[config.mk]
export PLATFORM = sky130hd
export DESIGN_NAME = stack_frame_ctrl
export DESIGN_NICKNAME = d
export VERILOG_FILES = /design/src/rtl/stack_frame_ctrl.sv
export SDC_FILE = /design/constraint.sdc
export NUM_CORES = 1
export LEC_CHECK = 0
export CAP_MARGIN = 20
export CORE_MARGIN = 2
export CORE_UTILIZATION = 39
export DETAILED_ROUTE_END_ITERATION = 10
export PLACE_DENSITY_LB_ADDON = 0.25
export SETUP_SLACK_MARGIN = 0.2
export SLEW_MARGIN = 40
export SYNTH_ARGS = -nofsm -noshare
export SYNTH_HDL_FRONTEND = slang
export SYNTH_SLANG_ARGS = --single-unit
[constraint.sdc]
create_clock -name clk -period 3.6 [get_ports clk]
set_clock_uncertainty 0.2 [all_clocks]
set_input_delay 0.36 -clock clk [delete_from_list [all_inputs] [get_ports clk]]
set_output_delay 0.36 -clock clk [all_outputs]
set_load 0.01 [all_outputs]
[src/rtl/stack_frame_ctrl.sv]
// Frame sequencer between the core's save/restore logic and the hardware stack:
// turns one push/pop frame request into single-word stack operations and register-file traffic.
module stack_frame_ctrl #(
  parameter int MAX_WORDS = 16,
  parameter int CNT_W     = 5
) (
  input  logic             clk,
  input  logic             reset,
  input  logic             req_valid,
  output logic             req_ready,
  input  logic             req_op,
  input  logic [4:0]       req_base,
  input  logic [CNT_W-1:0] req_count,
  output logic [4:0]       rf_raddr,
  input  logic [31:0]      rf_rdata,
  output logic             rf_we,
  output logic [4:0]       rf_waddr,
  output logic [31:0]      rf_wdata,
  output logic             push_enable,
  output logic             pop_enable,
  output logic [31:0]      stk_wdata,
  input  logic [31:0]      stk_rdata,
  input  logic             stack_full,
  input  logic             stack_empty,
  output logic             busy,
  output logic             done,
  output logic             error,
  output logic [CNT_W-1:0] words_done
);

  typedef enum logic [1:0] {IDLE, PUSH, POP, DRAIN} state_e;

  state_e           state_q, state_d;
  logic [4:0]       base_q, base_d;
  logic [CNT_W-1:0] count_q, count_d;
  logic [CNT_W-1:0] idx_q, idx_d;
  logic [CNT_W-1:0] wd_q, wd_d;
  logic             done_q, done_d;
  logic             error_q, error_d;
  logic             wb_valid_q, wb_valid_d;
  logic [4:0]       wb_addr_q, wb_addr_d;

  logic             last_word;
  logic [4:0]       push_addr;
  logic [4:0]       pop_addr;

  assign last_word = (idx_q == count_q - CNT_W'(1));
  assign push_addr = base_q + 5'(idx_q);
  // Pops walk the frame top-down so a push followed by a pop restores each register.
  assign pop_addr  = base_q + 5'(count_q) - 5'(idx_q) - 5'd1;

  always_ff @(posedge clk or posedge reset) begin
    if (reset) begin
      state_q    <= IDLE;
      base_q     <= '0;
      count_q    <= '0;
      idx_q      <= '0;
      wd_q       <= '0;
      done_q     <= 1'b0;
      error_q    <= 1'b0;
      wb_valid_q <= 1'b0;
      wb_addr_q  <= '0;
    end else begin
      state_q    <= state_d;
      base_q     <= base_d;
      count_q    <= count_d;
      idx_q      <= idx_d;
      wd_q       <= wd_d;
      done_q     <= done_d;
      error_q    <= error_d;
      wb_valid_q <= wb_valid_d;
      wb_addr_q  <= wb_addr_d;
    end
  end

  always_comb begin
    state_d     = state_q;
    base_d      = base_q;
    count_d     = count_q;
    idx_d       = idx_q;
    wd_d        = wd_q;
    done_d      = 1'b0;
    error_d     = 1'b0;
    wb_valid_d  = 1'b0;
    wb_addr_d   = wb_addr_q;
    push_enable = 1'b0;
    pop_enable  = 1'b0;
    rf_raddr    = '0;
    stk_wdata   = '0;

    // A pending pop writeback retires this cycle regardless of state.
    if (wb_valid_q) wd_d = wd_q + CNT_W'(1);

    case (state_q)
      IDLE: begin
        if (req_valid) begin
          base_d  = req_base;
          count_d = req_count;
          idx_d   = '0;
          wd_d    = '0;
          if (req_count == '0)                        done_d  = 1'b1;
          else if (req_count > CNT_W'(MAX_WORDS))     error_d = 1'b1;
          else                                        state_d = req_op ? POP : PUSH;
        end
      end
      PUSH: begin
        rf_raddr  = push_addr;
        stk_wdata = rf_rdata;
        if (!stack_full) begin
          push_enable = 1'b1;
          idx_d       = idx_q + CNT_W'(1);
          wd_d        = wd_q + CNT_W'(1);
          if (last_word) begin
            state_d = IDLE;
            done_d  = 1'b1;
          end
        end else begin
          state_d = IDLE;
          error_d = 1'b1;
        end
      end
      POP: begin
        if (!stack_empty) begin
          pop_enable = 1'b1;
          wb_valid_d = 1'b1;
          wb_addr_d  = pop_addr;
          idx_d      = idx_q + CNT_W'(1);
          if (last_word) state_d = DRAIN;
        end else begin
          state_d = IDLE;
          error_d = 1'b1;
        end
      end
      DRAIN: begin
        state_d = IDLE;
        done_d  = 1'b1;
      end
      default: state_d = IDLE;
    endcase
  end

  assign req_ready  = (state_q == IDLE);
  assign busy       = (state_q != IDLE);
  assign rf_we      = wb_valid_q;
  assign rf_waddr   = wb_valid_q ? wb_addr_q : 5'd0;
  assign rf_wdata   = wb_valid_q ? stk_rdata : 32'd0;
  assign done       = done_q;
  assign error      = error_q;
  assign words_done = wd_q;

endmodule
==> flow_metrics.py, run 1 <==
metrics = {
    "run_status": {
        "status": "finished clean",
    },
    "global_route": {
        "gr-total-overflow": 0,
        "gr-usage-all-layers_pct": 21.82,
        "antenna_found_initial": 1,
        "grt_pass1_vias": 2508,
        "grt_pass1_wl_um": 12400,
        "grt_max_degree": 44,
    },
    "synth": {
        "avgSynthCellArea_um2": 8.826,
        "ys_warn_count": 0,
        "synth_nets": 383,
        "synth-seq-cells": 30,
        "syn_area_um2": 2454,
        "syn_inst": 278,
        "ys_seq_area_share_pct": 30.60,
        "synth.distinct_cells": 37,
    },
    "cts": {
        "clkTransAtPathRegs_ns": 0.06,
        "cts_buffer_depth": 2,
        "cts_inserted_buffers": 5,
        "hold_buffers": 0,
        "htree_levels": 2,
        "clkSinkCount": 30,
        "cts-root-buf": "clkbuf_8",
        "postCtsSetupBuffers": 0,
        "insertion_delay_ns": 0.28,
        "cts_tree": "done",
        "postCtsResizedCells": 0,
    },
    "hold_path": {
        "hold_path.class": "in -> async",
    },
    "floorplanning": {
        "ios": 166,
        "dieArea_um2": 6941,
        "core-area_um2": 5991,
        "start_util_pct": 40.96,
        "fp.dieH_um": 83.32,
        "core.rowCount": 28,
        "dieWidth_um": 83.32,
    },
    "timing": {
        "final_max_slew_viol_count": 0,
        "post-route-min-period_ns": 2.960,
        "slew_headroom_pct": 58.20,
        "setup_violations": 0,
        "grt_setup_unrepaired": "no",
        "fmax_ghz": 0.3379,
        "min_period_over_period_pct": 82.21,
        "setup_ws_ns": 0.6404,
        "hold_viol": 0,
        "fin_tns_setup_ns": 0,
        "worst_pin_slew_ns": 0.6213,
    },
    "placed_design": {
        "routabilityCongestion": 0.8174,
        "pre_cts_slack_ns": 0.6283,
        "place_area_um2": 4167,
        "io_buffers": 165,
        "dp_hpwl_um": 6258,
    },
    "power": {
        "irDropWorstVdd_uv": 383.5,
        "clkPwrFrac_pct": 10.5,
        "p_switching_uw": 1093,
        "p_int_uw": 1547,
        "swShare_pct": 41.40,
        "powerDensity_nw_per_um2": 619.2,
        "seqPwrFrac_pct": 23.2,
        "p_leak_uw": 0.001864,
        "p_comb_share_pct": 66.3,
    },
    "critical_path": {
        "cp_max_fo": 7,
        "end_kind": "output port",
        "r2r-start": "state_q[1]",
        "crit_required_ns": 3.04,
        "worst_path_largest_cell_delay_ns": 0.56,
        "cpMostUsedCell": "inv_1",
        "slowest_stage": "clkdlybuf4s50_1",
        "reg2reg_depth": 6,
        "rr_endpoint": "idx_q[4]",
        "worstPathArrival_ns": 2.40,
        "reg2reg_slack_ns": 1.20,
        "critPathLaunchType": "flip-flop",
        "crit_chain": "inv_1 > ha_1 > inv_1 > a21oi_1 > nor2_1 > or3_1 > a21boi_0 > clkdlybuf4s50_1",
        "critPathKind": "reg -> out",
    },
    "cells_and_area": {
        "synthToLayoutAreaGrowth_pct": 73.79,
        "final_common_cell": "clkdlybuf4s50_1",
        "drive_gt1_share_pct": 5.669,
        "finish.instance_area_um2": 4264,
        "mostFrequentLayoutCells": "clkdlybuf4s50_1, and2_1, dfrtp_1, inv_1, nand2_1",
        "fillCellCount": 465,
        "nets": 545,
    },
    "routing": {
        "routed_via_density": 4.814,
        "num_vias": 2489,
        "wl_per_cell_um": 14.61,
        "drtPass1Iterations": 4,
        "drc_errors": 0,
        "postRouteAntennaNets": 0,
        "totalWireLength_um": 7553,
        "drt_iter0_markers": 105,
    },
    "run": {
        "drv_cap": 0,
    },
}
registers in the layout, summed over array words and instances, names as in the netlist:
name / flops
done: 1
rf_we: 1
count_q: 5
wb_addr_q: 5
base_q: 5
idx_q: 5
state_q: 2
words_done: 5
error: 1
worst max-delay path: cells and delay by family, from the launching register on:
family / cells / cell delay [ns]
compound gates: 2 / 0.28
buf+inv: 3 / 0.70
flops: 1 / 0.50
simple gates: 2 / 0.35
fa+ha+maj: 1 / 0.28
layout make-up:
type	count	area, µm²	share of cell area (%)
Timing Repair Buffer	166	1662	38.97
Multi-Input combinational cell	209	1558	36.53
Clock buffer	7	86.33	2.025
Tap cell	75	93.84	2.201
Clock inverter	1	5.005	0.1174
Antenna cell	1	2.502	0.05869
Inverter	28	105.1	2.465
Sequential cell	30	752.0	17.63
synth_stat cells:
| cell type | number | share of area, % |
|---|---|---|
| nand3_1 | 5 | 1.0 |
| xor2_1 | 5 | 1.8 |
| a21o_1 | 1 | 0.31 |
| buf_1 | 1 | 0.15 |
| a21oi_1 | 8 | 1.6 |
| xnor2_1 | 8 | 2.9 |
| o221ai_2 | 1 | 0.61 |
| and2_1 | 71 | 18 |
| nand2_1 | 21 | 3.2 |
| or4_4 | 1 | 0.46 |
| nor3b_2 | 1 | 0.51 |
| nor2b_1 | 1 | 0.26 |
| o31a_1 | 1 | 0.36 |
| o22ai_1 | 2 | 0.51 |
| clkbuf_1 | 9 | 1.4 |
| buf_2 | 1 | 0.20 |
| nor2_1 | 7 | 1.1 |
| fa_1 | 6 | 4.9 |
| a21boi_0 | 2 | 0.61 |
| and3_1 | 3 | 0.76 |
| nand2b_1 | 6 | 1.5 |
| mux2_2 | 11 | 5.0 |
| o21bai_1 | 1 | 0.31 |
| a311oi_1 | 4 | 1.4 |
| or3_1 | 2 | 0.51 |
| dfrtp_1 | 30 | 31 |
| o21ai_0 | 10 | 2.0 |
| a22o_1 | 1 | 0.36 |
| nor3_1 | 2 | 0.41 |
| o31ai_1 | 2 | 0.61 |
| ha_1 | 19 | 9.7 |
| a41oi_1 | 1 | 0.36 |
| inv_1 | 28 | 4.3 |
| and2_4 | 1 | 0.36 |
| nor4_1 | 1 | 0.26 |
| mux2i_1 | 3 | 1.2 |
| o211ai_1 | 1 | 0.31 |
stage by stage:
step	cells	hold slack (ns)	utilization [%]	power (µW)
4_1_cts	516	0.2764	71.07	2670
3_5_place_dp	508	0.2647	69.55	2364
2_1_floorplan	278	0.2374	-	1650
5_1_grt	517	0.3025	71.18	2897
6_report	517	0.2675	71.18	2640
3_3_place_gp	508	0.2501	69.51	2307
how the worst max path moves through the flow:
stage | endpoint | startpoint | depth (start not counted) | slack, ns
global placement | rf_raddr[4] | base_q[0] | 7 | 0.69
CTS | rf_raddr[4] | base_q[0] | 7 | 0.31
floorplan | rf_raddr[4] | base_q[0] | 6 | 1.18
finish | rf_raddr[3] | idx_q[1] | 8 | 0.64
detailed placement | rf_raddr[4] | base_q[0] | 7 | 0.63
global route | rf_raddr[3] | idx_q[1] | 8 | 0.49
power groups by stage:
stage	clock, µW	combinational [µW]	sequential (µW)
4_1_cts	284	1770	614
2_1_floorplan	0	1080	575
5_1_grt	302	1960	637
3_5_place_dp	0	1740	621
3_3_place_gp	0	1700	609
6_report	276	1750	613
kinds of logic after synthesis:
| kind of cell | share of synthesized area [%] |
|---|---|
| adder cells (fa/ha/maj) | 14.58 |
| AO/OA/AOI/OAI | 9.434 |
| buffers and inverters | 6.017 |
| XOR/XNOR | 4.641 |
| multiplexers | 6.272 |
| AND/OR/NAND/NOR | 28.46 |
| flip-flops | 30.60 |
layer usage:
layer,track usage (%),up-vias,part of all wire (%)
met5,0,-,0
met4,2.981,0,1.2
met3,5.368,8,7.1
met2,41.28,117,54
met1,25.26,1147,38
li1,-,1217,-
(Power assumes the default switching activity.)
==> run 2: changes to the inputs <==
- CORE_UTILIZATION: 39 -> 36
- clock period: 3.6 -> 2.8 ns (I/O delays scaled with it)
==> run 2 against run 1 <==
  * Cell count up 2.5%
  * Register-to-register slack got worse by 0.76 ns
  * Setup slack got worse by 0.38 ns
  * Die area grew 7.9%
  * Sequential power up 23%
  * Sequential cell count unchanged
  * Power up 31%
  * Utilization shrank 6.3 points
  * Combinational power increased by 34%
  * Global-route usage down 3.1 points
  * Cell area is 1.7% higher
  * Critical endpoint is now rf_raddr[1]
  * Highest routed layer unchanged
==> flow_metrics.py, run 2 (same netlist as run 1, synthesis figures left out) <==
metrics = {
    "floorplanning": {
        "dieArea_um2": 7492,
        "ios": 166,
        "dieWidth_um": 86.56,
        "core.rowCount": 30,
        "fp.dieH_um": 86.56,
        "core-area_um2": 6681,
        "start_util_pct": 36.72,
    },
    "global_route": {
        "grt_max_degree": 41,
        "grt_pass1_vias": 2389,
        "antenna_found_initial": 0,
        "gr-usage-all-layers_pct": 18.71,
        "gr-total-overflow": 0,
        "grt_pass1_wl_um": 11340,
    },
    "power": {
        "irDropWorstVdd_uv": 528.4,
        "total_power_uw": 3452,
        "p_leak_uw": 0.001894,
        "powerDensity_nw_per_um2": 796.3,
    },
    "cells_and_area": {
        "final_cells": 530,
        "antennaDiodeCount": 0,
        "drive_gt1_share_pct": 8.444,
        "final_common_cell": "clkdlybuf4s50_1",
        "nets": 554,
        "mostFrequentLayoutCells": "clkdlybuf4s50_1, and2_1, dfrtp_1, inv_1, nand2_1",
        "synthToLayoutAreaGrowth_pct": 76.70,
        "post-route-util_pct": 64.89,
    },
    "placed_design": {
        "dp_cells": 521,
        "routabilityCongestion": 0.8491,
        "io_buffers": 165,
        "pre_cts_slack_ns": 0.005351,
        "dp_hpwl_um": 5847,
    },
    "run_status": {
        "status": "finished clean",
    },
    "routing": {
        "wl_per_cell_um": 13.45,
        "num_vias": 2503,
        "wl_met1_um": 2941,
        "dr_wl_met2_um": 3517,
        "drtPass1Iterations": 4,
        "drc_errors": 0,
        "routed_via_density": 4.723,
        "totalWireLength_um": 7126,
        "route.met3.wl_um": 577,
        "drt_iter0_markers": 146,
        "postRouteAntennaNets": 0,
        "highest_layer": "met4",
    },
    "timing": {
        "min_period_over_period_pct": 90.56,
        "worst_pin_slew_ns": 0.5877,
        "slew_headroom_pct": 60.65,
        "final_max_slew_viol_count": 0,
        "setup_ws_ns": 0.2642,
        "hold_viol": 0,
        "setup_violations": 0,
        "fin_tns_setup_ns": 0,
        "fmax_ghz": 0.3944,
        "post-route-min-period_ns": 2.536,
        "grt_setup_unrepaired": "yes",
    },
    "critical_path": {
        "critPathKind": "reg -> out",
        "critPathLaunchType": "flip-flop",
        "crit_chain": "ha_2 > fa_2 > and2_1 > clkdlybuf4s50_1",
        "end_kind": "output port",
        "worstPathArrival_ns": 2.06,
        "worst_path_largest_cell_delay_ns": 0.53,
        "slowest_stage": "clkdlybuf4s50_1",
        "cp_max_fo": 2,
        "crit_required_ns": 2.32,
    },
    "cts": {
        "clkSinkCount": 30,
        "cts_buffer_depth": 2,
        "insertion_delay_ns": 0.28,
        "clkTransAtPathRegs_ns": 0.07,
        "htree_levels": 2,
        "hold_buffers": 0,
        "cts_tree": "done",
        "cts-root-buf": "clkbuf_8",
        "cts_inserted_buffers": 5,
    },
    "hold_path": {
        "hold_path.class": "in -> async",
    },
    "run": {
        "drv_cap": 0,
    },
}
[run 2: power by group]
| group | internal, µW | leakage, µW | switching (µW) | total (µW) |
|---|---|---|---|---|
| clock | 198 | 0.0000482 | 166 | 364 |
| combinational | 1250 | 0.00147 | 1090 | 2340 |
| sequential | 597 | 0.000380 | 155 | 752 |
| total | 2040 | 0.00189 | 1410 | 3450 |
[run 2: cell type report]
class                      instances  area (µm²)
inverter                          28       105.1
multi-input combinational        209        1564
clock inverter                     1       5.005
fill                             551        2346
sequential                        30       752.0
timing repair buffer             175        1723
clock buffer                       7       86.33
tap                               80       100.1
[run 2: metal layers]
metal  global-route usage, %  vias up
li1                        -     1238
met1                   22.60     1148
met2                   33.29      106
met3                   4.857       11
met4                   4.403        0
met5                       0        -
[run 2: worst max-delay path: cells and delay by family (launching register included)]
family	cells	cell delay [ns]
and+or+nand+nor	1	0.13
adders and majority gates	2	0.73
buffers and inverters	1	0.53
DFF	1	0.38
[run 2: per-stage QoR]
| stage | cell area, µm² | hold slack (ns) |
|---|---|---|
| 2_1_floorplan | 2454 | 0.1708 |
| 3_3_place_gp | 4230 | 0.2493 |
| 3_5_place_dp | 4230 | 0.2548 |
| 4_1_cts | 4320 | 0.1890 |
| 5_1_grt | 4335 | 0.2133 |
| 6_report | 4335 | 0.1725 |
[run 2: final timing paths]
kind / startpoint / endpoint / slack [ns] / cells past startpoint
max in group asynchronous: reset / rf_we / 1.92 / 3
max reg2reg: state_q[1] / idx_q[4] / 0.44 / 7
min reg2reg: wb_addr_q[0] / wb_addr_q[0] / 0.26 / 2
max: base_q[0] / rf_raddr[1] / 0.26 / 4
min in group clk: wb_addr_q[0] / wb_addr_q[0] / 0.26 / 2
min: reset / words_done[1] / 0.17 / 3
[run 2: timing repair]
item	CTS	global route
gates resized for setup	10	2
pin swaps	0	1
setup buffers	0	1
endpoints found under the setup margin	3	4
endpoints found under the hold margin	0	0
